==> config.mk <==
export PLATFORM = sky130hd
export DESIGN_NAME = clk_div_monitor
export DESIGN_NICKNAME = d
export VERILOG_FILES = /design/src/rtl/clk_div_mon_pkg.sv /design/src/rtl/div_edge_detect.sv /design/src/rtl/clk_div_monitor.sv
export SDC_FILE = /design/constraint.sdc
export NUM_CORES = 1
export LEC_CHECK = 0
export BUFFER_PORTS_ARGS = -buffer_cell sky130_fd_sc_hd__buf_2
export CORE_ASPECT_RATIO = 0.8
export CORE_MARGIN = 2
export CORE_UTILIZATION = 40
export CTS_CLUSTER_DIAMETER = 30
export DETAILED_ROUTE_END_ITERATION = 8
export PLACE_DENSITY = 0.7
export SLEW_MARGIN = 20
export SYNTH_ARGS = -nofsm -noshare
export SYNTH_HDL_FRONTEND = slang
export SYNTH_SLANG_ARGS = --single-unit
==> constraint.sdc <==
create_clock -name clk -period 3.6 [get_ports clk]
set_clock_uncertainty 0.15 [all_clocks]
set_input_delay 0.72 -clock clk [delete_from_list [all_inputs] [get_ports clk]]
set_output_delay 0.72 -clock clk [all_outputs]
set_load 0.01 [all_outputs]
==> src/rtl/clk_div_mon_pkg.sv <==
// Shared types and constants for the divided-clock monitor.
// Optional build macro used by this slice: CLK_DIV_MON_SYNC_EN.
package clk_div_mon_pkg;

   typedef enum logic [1:0] {
      SEEK  = 2'd0,
      ACQ   = 2'd1,
      TRACK = 2'd2
   } mon_state_t;

   localparam int CNT_W_DEF    = 8;
   localparam int LOCK_CNT_DEF = 4;

   // match_cnt is 4 bits wide, so LOCK_CNT-1 must fit in 0..14
   function automatic bit lock_cnt_ok(input int n);
      return (n >= 2) && (n <= 15);
   endfunction

endpackage

==> src/rtl/div_edge_detect.sv <==
// Samples div_in and produces an aligned level / rising-edge pair.
// CLK_DIV_MON_SYNC_EN adds a 2-flop synchronizer ahead of the sampling register.
module div_edge_detect (
   input  logic clk,
   input  logic rst,
   input  logic div_in,
   output logic lvl,
   output logic rise
);

   logic samp_in;
   logic s_p1;
   logic s_d_p2;
   logic rise_p2;

`ifdef CLK_DIV_MON_SYNC_EN
   logic meta_p0;
   logic sync_p0;

   // synchronizer stage
   always_ff @(posedge clk) begin
      if (rst) begin
         meta_p0 <= 1'b0;
         sync_p0 <= 1'b0;
      end else begin
         meta_p0 <= div_in;
         sync_p0 <= meta_p0;
      end
   end

   assign samp_in = sync_p0;
`else
   assign samp_in = div_in;
`endif

   // sample stage; rise is registered so it lines up with s_d as the level
   always_ff @(posedge clk) begin
      if (rst) begin
         s_p1    <= 1'b0;
         s_d_p2  <= 1'b0;
         rise_p2 <= 1'b0;
      end else begin
         s_p1    <= samp_in;
         s_d_p2  <= s_p1;
         rise_p2 <= s_p1 & ~s_d_p2;
      end
   end

   assign lvl  = s_d_p2;
   assign rise = rise_p2;

endmodule

==> src/rtl/clk_div_monitor.sv <==
// Measures high/low/period of a divided clock in clk cycles and flags lock.
// Build macro CLK_DIV_MON_SYNC_EN enables the input synchronizer (2 extra cycles latency).
module clk_div_monitor
   import clk_div_mon_pkg::*;
#(
   parameter int CNT_W    = CNT_W_DEF,
   parameter int LOCK_CNT = LOCK_CNT_DEF
) (
   input  logic             clk,
   input  logic             rst,
   input  logic             div_in,
   output logic [CNT_W-1:0] high_cnt,
   output logic [CNT_W-1:0] low_cnt,
   output logic [CNT_W:0]   period,
   output logic             meas_valid,
   output logic             locked,
   output logic             ovf
);

   localparam logic [CNT_W-1:0] ACC_MAX   = '1;
   localparam logic [3:0]       MATCH_TOP = 4'(LOCK_CNT - 1);

   if (!lock_cnt_ok(LOCK_CNT)) begin : g_lock_cnt_range
      $error("clk_div_monitor: LOCK_CNT must be in 2..15");
   end

   function automatic logic [3:0] match_sat_inc(input logic [3:0] m);
      return (m >= MATCH_TOP) ? MATCH_TOP : m + 4'd1;
   endfunction

   logic             lvl_p2;
   logic             rise_p2;
   mon_state_t       state;
   mon_state_t       state_nxt;
   logic [CNT_W-1:0] hi_acc;
   logic [CNT_W-1:0] lo_acc;
   logic [3:0]       match_cnt;
   logic             publish;
   logic             first_pub;
   logic             acc_inc;
   logic             sat;
   logic             same_pair;

   div_edge_detect u_edge (
      .clk    (clk),
      .rst    (rst),
      .div_in (div_in),
      .lvl    (lvl_p2),
      .rise   (rise_p2)
   );

   // FSM state register
   always_ff @(posedge clk) begin
      if (rst) state <= SEEK;
      else     state <= state_nxt;
   end

   always_comb begin
      state_nxt = state;
      case (state)
         SEEK:    if (rise_p2) state_nxt = ACQ;
         ACQ: begin
            if (rise_p2)  state_nxt = TRACK;
            else if (sat) state_nxt = SEEK;
         end
         TRACK:   if (sat) state_nxt = SEEK;
         default: state_nxt = SEEK;
      endcase
   end

   // Edge cycles load the accumulators, so saturation can only arise on a non-edge cycle
   always_comb begin
      publish   = 1'b0;
      first_pub = 1'b0;
      acc_inc   = 1'b0;
      sat       = 1'b0;
      case (state)
         ACQ, TRACK: begin
            if (rise_p2) begin
               publish   = 1'b1;
               first_pub = (state == ACQ);
            end else begin
               acc_inc = 1'b1;
               sat     = lvl_p2 ? (hi_acc == ACC_MAX) : (lo_acc == ACC_MAX);
            end
         end
         default: ;
      endcase
   end

   assign same_pair = (hi_acc == high_cnt) && (lo_acc == low_cnt);

   // accumulate / publish stage
   always_ff @(posedge clk) begin
      if (rst) begin
         hi_acc     <= '0;
         lo_acc     <= '0;
         high_cnt   <= '0;
         low_cnt    <= '0;
         period     <= '0;
         meas_valid <= 1'b0;
         match_cnt  <= 4'd0;
         ovf        <= 1'b0;
      end else begin
         meas_valid <= publish;
         if (rise_p2) begin
            hi_acc <= {{(CNT_W-1){1'b0}}, 1'b1};
            lo_acc <= '0;
         end else if (acc_inc && !sat) begin
            if (lvl_p2) hi_acc <= hi_acc + 1'b1;
            else        lo_acc <= lo_acc + 1'b1;
         end
         if (publish) begin
            high_cnt <= hi_acc;
            low_cnt  <= lo_acc;
            period   <= {1'b0, hi_acc} + {1'b0, lo_acc};
            if (first_pub || !same_pair) match_cnt <= 4'd0;
            else                         match_cnt <= match_sat_inc(match_cnt);
         end
         if (sat) begin
            ovf       <= 1'b1;
            match_cnt <= 4'd0;
         end
      end
   end

   assign locked = (match_cnt == MATCH_TOP);

endmodule

==> results.cfg <==
[hold_path]
worstHoldPathType = register to register

[synthesis]
synth-compound-area-share_pct = 14.4
synth-simple-area-share_pct = 24.9
syn_area_per_cell_um2 = 8.50
netlist_top_cells_area = dfxtp_1 (39%), nand2_1 (7.3%), xnor2_1 (7.2%), ha_1 (7.0%), a21oi_1 (4.9%)
synth_top_area_share_pct = 39.0
synth_xor_area_share_pct = 9.18
ys_seq_area_share_pct = 39.0
synth_edf_count = 0
ys_async_sr_fraction_pct = 0
synth_top_family_by_area = simple AND/OR/NAND/NOR gates
yosys_most_used_dff = dfxtp_1
synth_fa_ha_area_share_pct = 7.78
muxShareOfSynthArea_pct = 0
syn_area_mm2 = 0.00267
yosys.area.top_type = dfxtp_1
synthCells = 314
yosys-top-cells-count = dfxtp_1 (52), nand2_1 (52), a21oi_1 (26), nor2_1 (26), xnor2_1 (22)
synth_cell_types = 49
ys_ff_latch = 52
synth_warnings = 0
syn_nets = 333

[layout]
drive_gt1_share_pct = 13.8
num-fill-cells = 625
instances_no_fill = 418
synthToLayoutAreaGrowth_pct = 9.33
nNetsFinal = 352
antenna_cells = 0

[power]
p_sw_w = 0.000230
p_leak_nw = 1.12
p_sw_share_pct = 24.0
power_w = 0.000957
vdd.ir_drop.worst_v = 0.000154
internal_power_w = 0.000727
p_per_area_mw_per_mm2 = 328
combinationalPowerShare_pct = 4.1
clock_power_share_pct = 34.6
seqPwrFrac_pct = 61.3

[detailed_routing]
wl_per_cell_um = 14.6
drt-initial-drc-count = 218
viasPerCell = 5.39
antenna_left = 0
vias = 2253
wirelength_mm = 6.09
firstDrtPassIters = 4
post-route-drc-count = 0

[worst_setup_path]
setup.worst_path.start_class = register
crit_path_end_kind = register
path_cells = inv_1 > ha_1 > nand2_1 > buf_4 > or3_1 > a21oi_1
worst_path_largest_cell_delay_ns = 0.43
path_class = register to register
required_ns = 3.69
cp_max_fo = 19
crit_slowest_cell = dfxtp_1
worstPathArrival_ns = 2.54

[timing]
setup_violations = 0
slew_violations = 0
worstMarginPinSlew_ns = 0.911
hold_viol = 0
rsz0062_at_grt = false
finalCritPeriodShare_pct = 68.0
tns_ns = 0
holdWs_ns = 0.312
slew_headroom_pct = 39.3
fin_crit_ns = 2.45
fmax_ghz = 0.409

[clock_tree]
clockBufferDepth = 2
root_buffer = clkbuf_8
insertion_delay_ns = 0.31
cts_hold_buffers = 0
cts_sinks = 52
ctsResizeCount = 0
post_cts_buffers = 0
h-tree-depth = 2
cts_tree = yes
cts_buffers = 5
clk_pin_slew_ns = 0.10

[global_routing]
gr-total-overflow = 0
grt_max_degree = 36
antenna_found_initial = 0
first_global_vias = 1972
track_usage_pct = 17.7
grt_pass1_wl_mm = 10.2

[placed_design]
gp_congestion = 0.925
placed_cells = 410
port_buffers = 30
hpwl_mm = 4.48

[die]
fp.dieH_um = 77.1
core_area_mm2 = 0.00641
dieArea_mm2 = 0.00735
core.rowCount = 26
die_w_um = 95.3
start_util_pct = 41.7
io_pins = 31

[run_status]
status = finished clean

[run]
cap_violations = 0
==> final cells by class <==
type                       instances  area [µm²]  share of cell area, %
multi-input combinational        236        1500                   51.4
tap                               84         105                   3.60
sequential                        52        1040                   35.7
inverter                           7        26.3                  0.900
timing repair buffer              31         158                   5.40
clock buffer                       5        68.8                   2.36
clock inverter                     3        18.8                  0.643
==> worst max-delay path, delay by kind of cell (launching register included) <==
family                     cells  cell delay (ns)
and+or+nand+nor                2             0.82
buffers and inverters          2             0.45
DFF                            1             0.43
adders and majority gates      1             0.38
AOI/OAI and AO/OA              1             0.16
==> power groups by stage <==
stage               logic [W]  registers (W)  clock network [W]
finish              0.0000393       0.000586           0.000331
global route        0.0000439       0.000588           0.000368
CTS                 0.0000394       0.000586           0.000343
detailed placement  0.0000389       0.000600                  0
global placement    0.0000379       0.000599                  0
floorplan           0.0000335       0.000596                  0
==> routing by layer <==
metal / up-vias / global-route usage, % / share of wire [%]
met5: - / 0 / 0
met4: 0 / 5.51 / 1.4
li1: 1127 / - / -
met2: 72 / 23.4 / 40
met1: 1047 / 28.0 / 52
met3: 7 / 3.63 / 6.6
==> worst paths after layout <==
check / to / cells past startpoint / slack [ns] / start
worst max-delay path: period[3] / 6 / 1.15 / state[1]
worst min register to register: period[0] / 2 / 0.31 / period[0]
worst max register to register: period[3] / 6 / 1.15 / state[1]
worst min-delay path: period[0] / 2 / 0.31 / period[0]
==> cells in the final DEF (no fill, tap or decap), types with 3 or more instances in the layout <==
cell      Yosys  layout
o21a_1        4       4
a31oi_1       7       7
inv_1         7       7
clkbuf_8      0       5
ha_1         15      15
and3_1        3       3
nor3_1        6       6
nor3b_1       5       5
xor2_1        6       6
nor2b_1       6       6
o21ai_0       5       5
nand2_1      52      52
nor4b_1       4       4
buf_2         6      30
xnor2_1      22      22
nor2_1       26      26
a21oi_1      26      26
and2_1        3       3
nand4_1       4       4
nand3_1       8       8
dfxtp_1      52      52
==> flip-flops by register name (all words and copies together), names as in the netlist, 2 cells and up <==
signal and flops:
state 2, period 9, match_cnt 4, low_cnt 8, high_cnt 8, hi_acc 8, lo_acc 8
==> logic make-up after synthesis <==
| kind of cell | after synthesis |
|---|---|
| AOI/OAI and AO/OA | 59 |
| xor gates and xnor gates | 28 |
| adders and majority gates | 16 |
| buffers and inverters | 26 |
| DFF | 52 |
| and+or+nand+nor | 133 |
==> per-stage QoR <==
stage / instance area, µm² / setup WS, ns / util [%]
after global placement: 2830 / 1.24 / 44.2
after detailed placement: 2830 / 1.18 / 44.2
final: 2920 / 1.15 / 45.5
after CTS: 2920 / 1.17 / 45.5
after floorplan: 2670 / 1.74 / -
after global routing: 2920 / 0.975 / 45.5
(Power assumes the default switching activity.)
